===== src/rtl/hms_time_counter_if.sv =====
// Signal bundle for hms_time_counter: count/load controls in, BCD time and event pulses out.
// The master side drives the controls; the counter itself sits on the slave side.
interface hms_time_counter_if;
  logic       tick;
  logic       dir;
  logic       load;
  logic       load_sel;
  logic [4:0] load_hr;
  logic [5:0] load_min;
  logic [5:0] load_sec;
  logic       load_pm;
  logic       alarm_arm;

  logic [3:0] secslo;
  logic [3:0] secshi;
  logic [3:0] minslo;
  logic [3:0] minshi;
  logic [3:0] hrslo;
  logic [3:0] hrshi;
  logic       pm;
  logic       rollover;
  logic       alarm_hit;
  logic       load_err;

  modport master (
    output tick, dir, load, load_sel, load_hr, load_min, load_sec, load_pm, alarm_arm,
    input  secslo, secshi, minslo, minshi, hrslo, hrshi, pm, rollover, alarm_hit, load_err
  );

  modport slave (
    input  tick, dir, load, load_sel, load_hr, load_min, load_sec, load_pm, alarm_arm,
    output secslo, secshi, minslo, minshi, hrslo, hrshi, pm, rollover, alarm_hit, load_err
  );
endinterface


===== src/rtl/hms_time_counter.sv =====
// Hours:minutes:seconds up/down counter with BCD readout, validated loads and an optional alarm.
// HOUR_MODE selects 24h (0..23) or 12h (1..12 plus AM/PM); only 12 and 24 are meaningful.
module hms_time_counter #(
  parameter int HOUR_MODE = 24,
  parameter bit ALARM_EN  = 1'b1
) (
  input  logic                 clk,
  input  logic                 reset,
  hms_time_counter_if.slave    bus
);

  localparam bit         MODE12 = (HOUR_MODE == 12);
  localparam logic [4:0] HR_RST = MODE12 ? 5'd12 : 5'd0;

  logic [5:0] sec_q, sec_d;
  logic [5:0] min_q, min_d;
  logic [4:0] hr_q, hr_d;
  logic       pm_q, pm_d;
  logic [4:0] alm_hr_q, alm_hr_d;
  logic [5:0] alm_min_q, alm_min_d;
  logic       alm_pm_q, alm_pm_d;
  logic       rollover_q, rollover_d;
  logic       alarm_hit_q, alarm_hit_d;
  logic       load_err_q, load_err_d;

  logic time_load, alm_load, hr_ok, time_ok, alm_ok;

  assign time_load = bus.load && !bus.load_sel;
  assign alm_load  = bus.load && bus.load_sel;
  assign hr_ok     = MODE12 ? (bus.load_hr != 5'd0 && bus.load_hr <= 5'd12)
                            : (bus.load_hr <= 5'd23);
  assign alm_ok    = hr_ok && (bus.load_min <= 6'd59);
  assign time_ok   = alm_ok && (bus.load_sec <= 6'd59);

  // Binary 0..59 to two BCD digits without a divider.
  function automatic logic [7:0] to_bcd(input logic [5:0] v);
    logic [3:0] tens;
    if (v >= 6'd50)      tens = 4'd5;
    else if (v >= 6'd40) tens = 4'd4;
    else if (v >= 6'd30) tens = 4'd3;
    else if (v >= 6'd20) tens = 4'd2;
    else if (v >= 6'd10) tens = 4'd1;
    else                 tens = 4'd0;
    return {tens, 4'(v - 6'(tens) * 6'd10)};
  endfunction

  always_comb begin
    // NOTE: every combinational output gets a default first so no path leaves it unassigned (no latch).
    sec_d       = sec_q;
    min_d       = min_q;
    hr_d        = hr_q;
    pm_d        = pm_q;
    alm_hr_d    = alm_hr_q;
    alm_min_d   = alm_min_q;
    alm_pm_d    = alm_pm_q;
    rollover_d  = 1'b0;
    alarm_hit_d = 1'b0;
    load_err_d  = 1'b0;

    if (time_load) begin
      // A time load always swallows a coincident tick, accepted or not.
      if (time_ok) begin
        sec_d = bus.load_sec;
        min_d = bus.load_min;
        hr_d  = bus.load_hr;
        pm_d  = MODE12 ? bus.load_pm : 1'b0;
      end else begin
        load_err_d = 1'b1;
      end
    end else if (bus.tick) begin
      if (!bus.dir) begin
        if (sec_q != 6'd59) sec_d = sec_q + 6'd1;
        else begin
          sec_d = 6'd0;
          if (min_q != 6'd59) min_d = min_q + 6'd1;
          else begin
            min_d = 6'd0;
            if (MODE12) begin
              hr_d = (hr_q == 5'd12) ? 5'd1 : hr_q + 5'd1;
              if (hr_q == 5'd11) begin
                pm_d       = !pm_q;
                rollover_d = pm_q;
              end
            end else if (hr_q == 5'd23) begin
              hr_d       = 5'd0;
              rollover_d = 1'b1;
            end else begin
              hr_d = hr_q + 5'd1;
            end
          end
        end
      end else begin
        if (sec_q != 6'd0) sec_d = sec_q - 6'd1;
        else begin
          sec_d = 6'd59;
          if (min_q != 6'd0) min_d = min_q - 6'd1;
          else begin
            min_d = 6'd59;
            if (MODE12) begin
              hr_d = (hr_q == 5'd1) ? 5'd12 : hr_q - 5'd1;
              if (hr_q == 5'd12) begin
                pm_d       = !pm_q;
                rollover_d = !pm_q;
              end
            end else if (hr_q == 5'd0) begin
              hr_d       = 5'd23;
              rollover_d = 1'b1;
            end else begin
              hr_d = hr_q - 5'd1;
            end
          end
        end
      end
      // Only tick-driven updates can raise the alarm; it compares against the pre-edge alarm value.
      alarm_hit_d = ALARM_EN && bus.alarm_arm && (sec_d == 6'd0) && (min_d == alm_min_q) &&
                    (hr_d == alm_hr_q) && (!MODE12 || (pm_d == alm_pm_q));
    end

    if (alm_load && ALARM_EN) begin
      if (alm_ok) begin
        alm_hr_d  = bus.load_hr;
        alm_min_d = bus.load_min;
        alm_pm_d  = MODE12 ? bus.load_pm : 1'b0;
      end else begin
        load_err_d = 1'b1;
      end
    end
  end

  always_ff @(posedge clk or negedge reset) begin
    if (!reset) begin
      sec_q       <= 6'd0;
      min_q       <= 6'd0;
      hr_q        <= HR_RST;
      pm_q        <= 1'b0;
      alm_hr_q    <= HR_RST;
      alm_min_q   <= 6'd0;
      alm_pm_q    <= 1'b0;
      rollover_q  <= 1'b0;
      alarm_hit_q <= 1'b0;
      load_err_q  <= 1'b0;
    end else begin
      // NOTE: non-blocking assignments so every register samples pre-edge values together.
      sec_q       <= sec_d;
      min_q       <= min_d;
      hr_q        <= hr_d;
      pm_q        <= pm_d;
      alm_hr_q    <= alm_hr_d;
      alm_min_q   <= alm_min_d;
      alm_pm_q    <= alm_pm_d;
      rollover_q  <= rollover_d;
      alarm_hit_q <= alarm_hit_d;
      load_err_q  <= load_err_d;
    end
  end

  assign {bus.secshi, bus.secslo} = to_bcd(sec_q);
  assign {bus.minshi, bus.minslo} = to_bcd(min_q);
  assign {bus.hrshi,  bus.hrslo}  = to_bcd({1'b0, hr_q});
  assign bus.pm        = pm_q;
  assign bus.rollover  = rollover_q;
  assign bus.alarm_hit = alarm_hit_q;
  assign bus.load_err  = load_err_q;

endmodule


===== src/flat_wrapper.sv =====
// flat-port wrapper written by rule: the top's interface ports become plain ports
module hms_time_counter_flat 
#(
  parameter int HOUR_MODE = 24,
  parameter bit ALARM_EN  = 1'b1
)
  (clk, reset, bus_tick, bus_dir, bus_load, bus_load_sel, bus_load_hr, bus_load_min, bus_load_sec, bus_load_pm, bus_alarm_arm, bus_secslo, bus_secshi, bus_minslo, bus_minshi, bus_hrslo, bus_hrshi, bus_pm, bus_rollover, bus_alarm_hit, bus_load_err);
  hms_time_counter_if bus_i ();
  input  logic clk;
  input  logic reset;
  input wire logic [$bits(bus_i.tick)-1:0] bus_tick;
  input wire logic [$bits(bus_i.dir)-1:0] bus_dir;
  input wire logic [$bits(bus_i.load)-1:0] bus_load;
  input wire logic [$bits(bus_i.load_sel)-1:0] bus_load_sel;
  input wire logic [$bits(bus_i.load_hr)-1:0] bus_load_hr;
  input wire logic [$bits(bus_i.load_min)-1:0] bus_load_min;
  input wire logic [$bits(bus_i.load_sec)-1:0] bus_load_sec;
  input wire logic [$bits(bus_i.load_pm)-1:0] bus_load_pm;
  input wire logic [$bits(bus_i.alarm_arm)-1:0] bus_alarm_arm;
  output wire logic [$bits(bus_i.secslo)-1:0] bus_secslo;
  output wire logic [$bits(bus_i.secshi)-1:0] bus_secshi;
  output wire logic [$bits(bus_i.minslo)-1:0] bus_minslo;
  output wire logic [$bits(bus_i.minshi)-1:0] bus_minshi;
  output wire logic [$bits(bus_i.hrslo)-1:0] bus_hrslo;
  output wire logic [$bits(bus_i.hrshi)-1:0] bus_hrshi;
  output wire logic [$bits(bus_i.pm)-1:0] bus_pm;
  output wire logic [$bits(bus_i.rollover)-1:0] bus_rollover;
  output wire logic [$bits(bus_i.alarm_hit)-1:0] bus_alarm_hit;
  output wire logic [$bits(bus_i.load_err)-1:0] bus_load_err;
  assign bus_i.tick = bus_tick;
  assign bus_i.dir = bus_dir;
  assign bus_i.load = bus_load;
  assign bus_i.load_sel = bus_load_sel;
  assign bus_i.load_hr = bus_load_hr;
  assign bus_i.load_min = bus_load_min;
  assign bus_i.load_sec = bus_load_sec;
  assign bus_i.load_pm = bus_load_pm;
  assign bus_i.alarm_arm = bus_alarm_arm;
  assign bus_secslo = bus_i.secslo;
  assign bus_secshi = bus_i.secshi;
  assign bus_minslo = bus_i.minslo;
  assign bus_minshi = bus_i.minshi;
  assign bus_hrslo = bus_i.hrslo;
  assign bus_hrshi = bus_i.hrshi;
  assign bus_pm = bus_i.pm;
  assign bus_rollover = bus_i.rollover;
  assign bus_alarm_hit = bus_i.alarm_hit;
  assign bus_load_err = bus_i.load_err;
  hms_time_counter #(.HOUR_MODE(HOUR_MODE), .ALARM_EN(ALARM_EN)) u_core (.clk(clk), .reset(reset), .bus(bus_i));
endmodule

===== config.mk =====
export PLATFORM = sky130hd
export DESIGN_NAME = hms_time_counter_flat
export DESIGN_NICKNAME = d
export VERILOG_FILES = /design/src/rtl/hms_time_counter_if.sv /design/src/rtl/hms_time_counter.sv /design/src/flat_wrapper.sv
export SDC_FILE = /design/constraint.sdc
export NUM_CORES = 1
export LEC_CHECK = 0
export CAP_MARGIN = 30
export CORE_UTILIZATION = 55
export CTS_CLUSTER_SIZE = 10
export DETAILED_ROUTE_END_ITERATION = 8
export PLACE_DENSITY = 0.93
export REMOVE_ABC_BUFFERS = 1
export SLEW_MARGIN = 25
export SYNTH_ARGS = -nofsm -noshare
export SYNTH_HDL_FRONTEND = slang
export SYNTH_SLANG_ARGS = --single-unit

===== constraint.sdc =====
create_clock -name clk -period 6.4 [get_ports clk]
set_clock_uncertainty 0.15 [all_clocks]
set_input_delay 1.28 -clock clk [delete_from_list [all_inputs] [get_ports clk]]
set_output_delay 1.28 -clock clk [all_outputs]
set_load 0.05 [all_outputs]

# Word-level counts from Yosys, hierarchy flattened
# Cells that the tools add are included.
# totals
reg_bits	31
in_bits	25
output_inout_bits	28
wordCells	119
# op_classes
add_sub_neg	9
multipliers	3
order_cmp	18
eq_ne	6
mux	60
n_reduce_logical	15
# op_table
op	count
two-way mux 6 bit	18
two-way mux 5 bit	12
two-way mux 4 bit	12
>= comparator 6 x 5 -> 1 bit, second input constant	4
>= comparator 6 bit, second input constant	4
two-way mux 1 bit	18
adder 6 x 1 -> 6 bit, second input constant	2
>= comparator 5 x 6 -> 1 bit, second input constant	2
>= comparator 6 x 4 -> 1 bit, second input constant	2
less-or-equal comparator 6 bit, second input constant	2
multiplier 4 x 3 -> 3 bit, second input constant	3
inequality test 6 bit, second input constant	2
nonzero test 6 bit	2
subtractor 4 bit	3
subtractor 6 x 1 -> 6 bit, second input constant	2
>= comparator 5 bit, second input constant	2
logical AND 1 bit	7
equality test 6 bit	1
zero test 6 bit	1
adder 5 x 1 -> 5 bit, second input constant	1
equality test 5 bit	1
equality test 5 bit, second input constant	1
>= comparator 5 x 4 -> 1 bit, second input constant	1
less-or-equal comparator 5 bit, second input constant	1
6 further kinds	7

# Logic depth before layout (Yosys ltp)
# Gate-level depths: netlist of run 1.
# logic_depth
depth_word	11
ltp_mapped	12
mapped_depth_nobuf	11

# Worst setup path after synthesis of run 1
# OpenSTA, ideal clock, no wires.
# synth_path
path_kind	register to output
startpoint	reg u_core.hr_q[2]
endpoint	out bus_hrslo[3]
arrival_ps	3919
required_ps	4970
setup_slack_ps	1051
stages_incl_launch_ff	9
path_buffers	1
path_cell_list	dfrtp_1 -> clkbuf_1 -> a21boi_0 -> o32ai_1 -> ha_1 -> inv_1 -> fa_1 -> xor2_1 -> xnor2_1
# synth_via
elab_chain_cells	8
elab_cells_between_ends	12
cone_classes	add/sub (1); mul (1); order compare (5); mux (5)
# synth_lines
element	line	rtl
start: declaration	hms_time_counter.sv:17	logic [4:0] hr_q, hr_d;
start signal: assignment	hms_time_counter.sv:146	hr_q <= hr_d;
>= comparator 5 x 4 -> 1 bit	hms_time_counter.sv:42	else if (v >= 6'd10) tens = 4'd1;
two-way mux 1 bit	hms_time_counter.sv:42	
two-way mux 4 bit	hms_time_counter.sv:41	else if (v >= 6'd20) tens = 4'd2;
two-way mux 4 bit	hms_time_counter.sv:40	else if (v >= 6'd30) tens = 4'd3;
two-way mux 4 bit	hms_time_counter.sv:39	else if (v >= 6'd40) tens = 4'd4;
two-way mux 4 bit (*)	hms_time_counter.sv:38	if (v >= 6'd50) tens = 4'd5;
net bus_hrshi[0]	flat_wrapper.sv:25	output wire logic [$bits(bus_i.hrshi)-1:0] bus_hrshi;
multiplier 4 x 3 -> 3 bit (*)	hms_time_counter.sv:44	return {tens, 4'(v - 6'(tens) * 6'd10)};
subtractor 4 bit (*)	hms_time_counter.sv:44	
end: declaration	flat_wrapper.sv:24	output wire logic [$bits(bus_i.hrslo)-1:0] bus_hrslo;
# The timed path passes the listed nets; every way through them passes the cells marked *.

# Worst setup path in the final report of run 1
# layout_path
startpoint	reg u_core.sec_q[2]
endpoint	out bus_secslo[3]
# layout_via
elab_chain_cells	8
elab_cells_between_ends	12
cone_classes	add/sub (1); mul (1); order compare (5); mux (5)
# layout_lines
element	line	rtl
start: declaration	hms_time_counter.sv:15	logic [5:0] sec_q, sec_d;
start signal: assignment	hms_time_counter.sv:132	sec_q <= 6'd0;
start signal: assignment	hms_time_counter.sv:144	sec_q <= sec_d;
>= comparator 6 x 4 -> 1 bit	hms_time_counter.sv:42	
two-way mux 1 bit	hms_time_counter.sv:42	
two-way mux 4 bit	hms_time_counter.sv:41	
two-way mux 4 bit	hms_time_counter.sv:40	
two-way mux 4 bit	hms_time_counter.sv:39	
two-way mux 4 bit	hms_time_counter.sv:38	
multiplier 4 x 3 -> 3 bit	hms_time_counter.sv:44	
subtractor 4 bit (*)	hms_time_counter.sv:44	
end: declaration	flat_wrapper.sv:20	output wire logic [$bits(bus_i.secslo)-1:0] bus_secslo;
# Mark *: on every way between the ends. The rest lies on a longest branch, timed or not.

==> results.sh, run 1 <==
export IMPL_status="finished clean"
export IMPL_vias=3106
export IMPL_clockBufferDepth=2
export IMPL_ant_nets=0
export IMPL_dieArea_mm2=0.00602
export IMPL_ff_latch_area_um2=776
export IMPL_ys_ff_latch=31
export IMPL_die_x_um=77.6
export IMPL_final_common_cell="clkdlybuf4s50_1"
export IMPL_maxCapViolations=0
export IMPL_grt_pass1_wl_mm=13.6
export IMPL_antenna_found_initial=0
export IMPL_synth_edf_count=0
export IMPL_arrival_ns=3.73
export IMPL_grtUsageMet3_pct=3.53
export IMPL_synth_cell_types=72
export IMPL_core_area_mm2=0.00551
export IMPL_cp_end_kind="output pin"
export IMPL_synth_top_area_share_pct=24.7
export IMPL_p_leak_nw=1.45
export IMPL_diodes=0
export IMPL_hp_class="reg -> reg"
export IMPL_synth_ff_type="dfrtp_1"
export IMPL_ios=53
export IMPL_drtPass1Iterations=5
export IMPL_finalSetupTns_ns=0
export IMPL_drt_vias_per_instance=6.47
export IMPL_async_reset_ff_share_pct=100
export IMPL_slew_viol_final=0
export IMPL_wire_per_inst_um=17.3
export IMPL_p_per_area_mw_per_mm2=416
export IMPL_place_congestion=0.952
export IMPL_worst_pin_slew_ns=0.903
export IMPL_initial_utilization_pct=57.0
export IMPL_top_usage_layer="met2"
export IMPL_cp_max_fo=20
export IMPL_post_cts_resized_instances=0
export IMPL_maxSlewHeadroom_pct=39.7
export IMPL_cts_max_level=2
export IMPL_clkLatencyLatePin_ns=0.29
export IMPL_synthesis_area_mm2=0.00314
export IMPL_gr_total_overflow=0
export IMPL_slowest_stage="clkdlybuf4s50_1"
export IMPL_postCtsSetupBuffers=0
export IMPL_grt_max_degree=35
export IMPL_die_y_um=77.6
export IMPL_synthCells=383
export IMPL_nFillCells=445
export IMPL_cts_clk_slew_worst_paths_ns=0.06
export IMPL_cp_top_family="buffers and inverters"
export IMPL_crit_chain="inv_1 -> o311ai_0 -> o21ai_0 -> o21ai_0 -> o21ai_0 -> ha_1 -> fa_1 -> xnor2_1 -> xnor2_1 -> clkdlybuf4s50_1"
export IMPL_slowest_delay_ns=0.82
export IMPL_portBuffers=46
export IMPL_cts_tree="done"
export IMPL_wirelength_mm=8.28
export IMPL_path_class="reg -> out"
export IMPL_setup_viol=0
export IMPL_cpMostUsedCell="o21ai_0"
export IMPL_nets=449
export IMPL_grt_pass1_vias=2769
export IMPL_period_share_pct=80.6
export IMPL_area_growth_pct=16.5
export IMPL_grtUsageMet2_pct=44.4
export IMPL_fmax_mhz=194
export IMPL_dp_hpwl_mm=5.89
export IMPL_cts_root_buffer="clkbuf_8"
export IMPL_drc=0
export IMPL_required_ns=4.97
export IMPL_crit_buf_inv=2
export IMPL_ctsHoldBuffers=0
export IMPL_hold_slack_ns=0.380
export IMPL_use_met1_pct=38.5
export IMPL_synthTopCellsByArea="dfrtp_1 (25%), ha_1 (5.6%), nand2_1 (4.7%)"
export IMPL_hold_viol=0
export IMPL_synth_warnings=0
export IMPL_multi_input_area_mm2=0.00212
export IMPL_clock_sinks=31
export IMPL_vdd_drop_max_v=0.000304
export IMPL_cts_buffers=5
export IMPL_grt_usage_pct=28.3
export IMPL_layout_common_cells="clkdlybuf4s50_1 (46), nand2_1 (39), dfrtp_1 (31)"
export IMPL_syn_area_per_cell_um2=8.20
export IMPL_std_cell_rows=27
export IMPL_drive_gt1_share_pct=8.82
export IMPL_period_needed_ns=5.16
export IMPL_cp_start_kind="flop"
export IMPL_seq_area_frac_synth_pct=24.7
export IMPL_rsz0062_at_grt="false"
export IMPL_yosysTopAreaCell="dfrtp_1"
export IMPL_drtIter0Drc=474
path summary, 6_finish.rpt:
path	slack, ns	start	endpoint	cells after the start
max	1.24	u_core.sec_q[2]$_DFFE_PN0P_	bus_secslo[3]	10
min in group asynchronous	1.22	reset	u_core.hr_q[0]$_DFFE_PN0P_	2
max reg2reg	3.21	u_core.min_q[1]$_DFFE_PN0P_	u_core.bus.alarm_hit$_DFF_PN0_	9
min	0.38	u_core.alm_hr_q[1]$_DFFE_PN0P_	u_core.alm_hr_q[1]$_DFFE_PN0P_	1
max in group asynchronous	4.59	reset	u_core.min_q[3]$_DFFE_PN0P_	2
min reg2reg	0.38	u_core.alm_hr_q[1]$_DFFE_PN0P_	u_core.alm_hr_q[1]$_DFFE_PN0P_	1
routing by layer:
layer	up-vias	wire (µm)
met3	25	656
met1	1486	3360
met4	0	261
li1	1446	-
met5	-	0
met2	149	4010
cell families after synthesis:
logic type,share of synthesized area (%)
other cells,0.119
flops,24.7
buf+inv,8.33
compound gates,21.5
fa+ha+maj,7.49
xor+xnor,5.58
mux,6.18
simple gates,26.1
state kept, by name, summed over array words and instances, names as in the netlist:
| signal | count |
|---|---|
| u_core.alm_min_q | 6 |
| u_core.min_q | 6 |
| u_core.sec_q | 6 |
| u_core.alm_hr_q | 5 |
| u_core.hr_q | 5 |
| u_core.bus.alarm_hit | 1 |
| u_core.bus.load_err | 1 |
| u_core.bus.rollover | 1 |
synthesized netlist by cell type (3+ instances only):
master and n:
inv_1 20, fa_1 3, a211oi_1 4, clkbuf_1 18, o211ai_1 6, buf_2 5
nand2_1 39, o21a_1 4, a32oi_1 5, o21ai_0 18, xor2_1 4, dfrtp_1 31
nor2_1 27, mux2_2 11, o311ai_0 3, ha_1 14, and4_1 4, buf_4 9
nor2b_1 4, nor2_2 3, nand3_1 11, nor3_1 7, a22oi_1 3, nor4_1 4
nand2b_1 7, and3_1 4, o22ai_1 4, nand4_1 7, a21oi_1 14, mux2i_1 7
or3b_1 4, a31oi_1 10, xnor2_1 16
per-stage QoR:
stage / std cells / setup slack, ns / area, µm² / utilization [%] / power, mW
2_1_floorplan: 352 / 0.867 / 2970 / - / 1.02
3_3_place_gp: 471 / 1.68 / 3530 / 64.1 / 1.28
3_5_place_dp: 471 / 1.58 / 3530 / 64.1 / 1.31
4_1_cts: 479 / 1.27 / 3640 / 66.2 / 1.52
5_1_grt: 480 / 1.02 / 3660 / 66.5 / 1.61
6_report: 480 / 1.24 / 3660 / 66.5 / 1.52
final cells by class:
type / count / share of cell area [%]
Timing Repair Buffer: 48 / 13.2
Inverter: 20 / 2.05
Multi-Input combinational cell: 301 / 57.9
Clock inverter: 2 / 0.957
Tap cell: 72 / 2.46
Sequential cell: 31 / 21.2
Clock buffer: 6 / 2.26
worst reg2reg max path: stages (launching register included):
cell and delay (ns):
dfrtp_1 0.52, inv_1 0.24, ha_1 0.23, or4b_4 0.49, nor2_4 0.16, a32oi_1 0.21
xnor2_1 0.21, nor4_1 0.39, nand4_1 0.19, nor4_2 0.29
where the power goes:
part / internal [mW] / switching (mW)
combinational: 0.358 / 0.606
clock: 0.126 / 0.0737
sequential: 0.236 / 0.123
total: 0.720 / 0.803
Note: power is estimated with default switching activity, not from simulation.
==> inputs of run 2 (changes only) <==
CORE_UTILIZATION = 49   (was 55)
PLACE_DENSITY = 0.88   (was 0.93)
clock period = 4.4 ns   (was 6.4 ns; I/O delays follow)
==> run 2 against run 1 <==
Against the previous run: register-to-register slack got worse by 1.9 ns; sequential power increased by 28%; global-route usage decreased by 1.9 points; setup slack got worse by 0.94 ns; non-clock buffer count increased by 12; utilization decreased by 5.2 points; routed wire length about the same; final area increased by 1.4%; clock-buffer cell count decreased by 1; die area increased by 12%; flip-flop and latch count unchanged; highest routed layer unchanged; total power increased by 42%.
==> results.sh, run 2 (synthesized netlist as in run 1, its figures left out) <==
export IMPL_route_top_layer_used="met4"
export IMPL_dieArea_mm2=0.00673
export IMPL_diodes=0
export IMPL_cts_tree="done"
export IMPL_hp_class="reg -> reg"
export IMPL_cp_max_fo=7
export IMPL_drc=0
export IMPL_arrival_ns=3.07
export IMPL_p_per_area_mw_per_mm2=581
export IMPL_finalPower_mw=2.16
export IMPL_required_ns=3.37
export IMPL_wl_met3_um=705
export IMPL_clockBufferDepth=2
export IMPL_p_leak_nw=1.51
export IMPL_status="finished clean"
export IMPL_ff2ff_path_depth=9
export IMPL_setup_viol=0
export IMPL_fmax_mhz=244
export IMPL_slew_viol_final=0
export IMPL_drtPass1Iterations=5
export IMPL_nets=461
export IMPL_maxSlewHeadroom_pct=47.3
export IMPL_place_congestion=0.948
export IMPL_clock_sinks=31
export IMPL_initial_utilization_pct=51.8
export IMPL_postCtsSetupBuffers=0
export IMPL_die_y_um=82.1
export IMPL_cp_start_kind="flop"
export IMPL_vdd_drop_max_v=0.000592
export IMPL_hold_viol=0
export IMPL_cp_end_kind="output pin"
export IMPL_core_area_mm2=0.00606
export IMPL_cts_buffers=5
export IMPL_ios=53
export IMPL_grt_pass1_wl_mm=13.4
export IMPL_reg_top3="u_core.alm_min_q: 6 flops, u_core.min_q: 6 flops, u_core.sec_q: 6 flops"
export IMPL_wire_per_inst_um=16.7
export IMPL_grt_usage_pct=26.4
export IMPL_die_x_um=82.1
export IMPL_dr_wl_met2_mm=3.88
export IMPL_worst_pin_slew_ns=0.781
export IMPL_multi_input_area_mm2=0.00212
export IMPL_path_class="reg -> out"
export IMPL_cts_max_level=2
export IMPL_hp_start="u_core.alm_hr_q[1]$_DFFE_PN0P_"
export IMPL_cts_clk_slew_worst_paths_ns=0.07
export IMPL_clkLatencyLatePin_ns=0.29
export IMPL_std_cell_rows=28
export IMPL_cp_startpoint="u_core.hr_q[0]$_DFFE_PN0P_"
export IMPL_period_share_pct=93.1
export IMPL_r2r_slack_ns=1.29
export IMPL_period_needed_ns=4.10
export IMPL_portBuffers=46
export IMPL_maxCapViolations=0
export IMPL_antenna_found_initial=0
export IMPL_grt_max_degree=35
export IMPL_cts_root_buffer="clkbuf_8"
export IMPL_holdPathStages=1
export IMPL_fin_util_pct=61.3
export IMPL_wirelength_mm=8.28
export IMPL_drt_vias_per_instance=6.29
export IMPL_area_growth_pct=18.2
export IMPL_rsz0062_at_grt="false"
export IMPL_nFillCells=538
export IMPL_drtIter0Drc=313
export IMPL_postPlaceCellArea_mm2=0.00362
export IMPL_ant_nets=0
export IMPL_r2r_start="u_core.min_q[1]$_DFFE_PN0P_"
export IMPL_grt_pass1_vias=2724
export IMPL_layout_common_cells="clkdlybuf4s50_1 (41), nand2_1 (38), dfrtp_1 (31)"
export IMPL_met1Wirelength_mm=3.52
export IMPL_final_common_cell="clkdlybuf4s50_1"
export IMPL_vias=3115
export IMPL_ff_latch_area_um2=776
export IMPL_drive_gt1_share_pct=12.4
export IMPL_dp_hpwl_mm=6.22
export IMPL_final_area_mm2=0.00371
export IMPL_gr_total_overflow=0
run 2: metrics by stage:
step | std cells | setup slack [ns] | hold slack [ns] | TNS (ns)
final | 495 | 0.302 | 0.381 | 0
after global routing | 495 | 0.108 | 0.390 | 0
after CTS | 495 | 0.103 | 0.383 | 0
after detailed placement | 487 | 0.423 | 0.367 | 0
after global placement | 487 | 0.586 | 0.359 | 0
after floorplan | 352 | -0.733 | 0.350 | -1.83
run 2: where the power goes:
part | total (mW) | switching (mW) | internal (mW)
Clock | 0.219 | 0.111 | 0.108
Combinational | 1.48 | 0.944 | 0.533
Sequential | 0.461 | 0.116 | 0.345
Total | 2.16 | 1.17 | 0.986
run 2: metal layers:
metal	track usage (%)	up-vias
met5	0	-
met4	8.77	0
met3	5.33	16
met2	41.2	148
met1	36.3	1485
li1	-	1466
run 2: timing repair:
item,CTS,global route
hold buffers,0,0
gates resized for setup,0,2
setup endpoints to repair,0,2
run 2: final timing paths:
path | end
setup reg to reg | u_core.bus.alarm_hit$_DFF_PN0_
max in group asynchronous | u_core.hr_q[1]$_DFFE_PN0P_
min in group asynchronous | u_core.bus.load_err$_DFF_PN0_
setup / recovery | bus_hrslo[2]
hold / removal | u_core.alm_hr_q[1]$_DFFE_PN0P_
hold reg to reg | u_core.alm_hr_q[1]$_DFFE_PN0P_
run 2: cell type report:
cell class	count	share of cell area (%)
Multi-Input combinational cell	301	57.1
Clock inverter	3	0.404
Tap cell	75	2.53
Clock buffer	5	1.85
Inverter	20	2.02
Timing Repair Buffer	60	15.2
Sequential cell	31	20.9
run 2: worst max-delay path: stages (launching register included):
cell and delay, ns:
dfrtp_1 0.47, inv_1 0.12, ha_1 0.14, nor3_1 0.04
o32ai_1 0.46, ha_1 0.23, inv_1 0.05, fa_1 0.47
clkdlybuf4s50_1 0.80
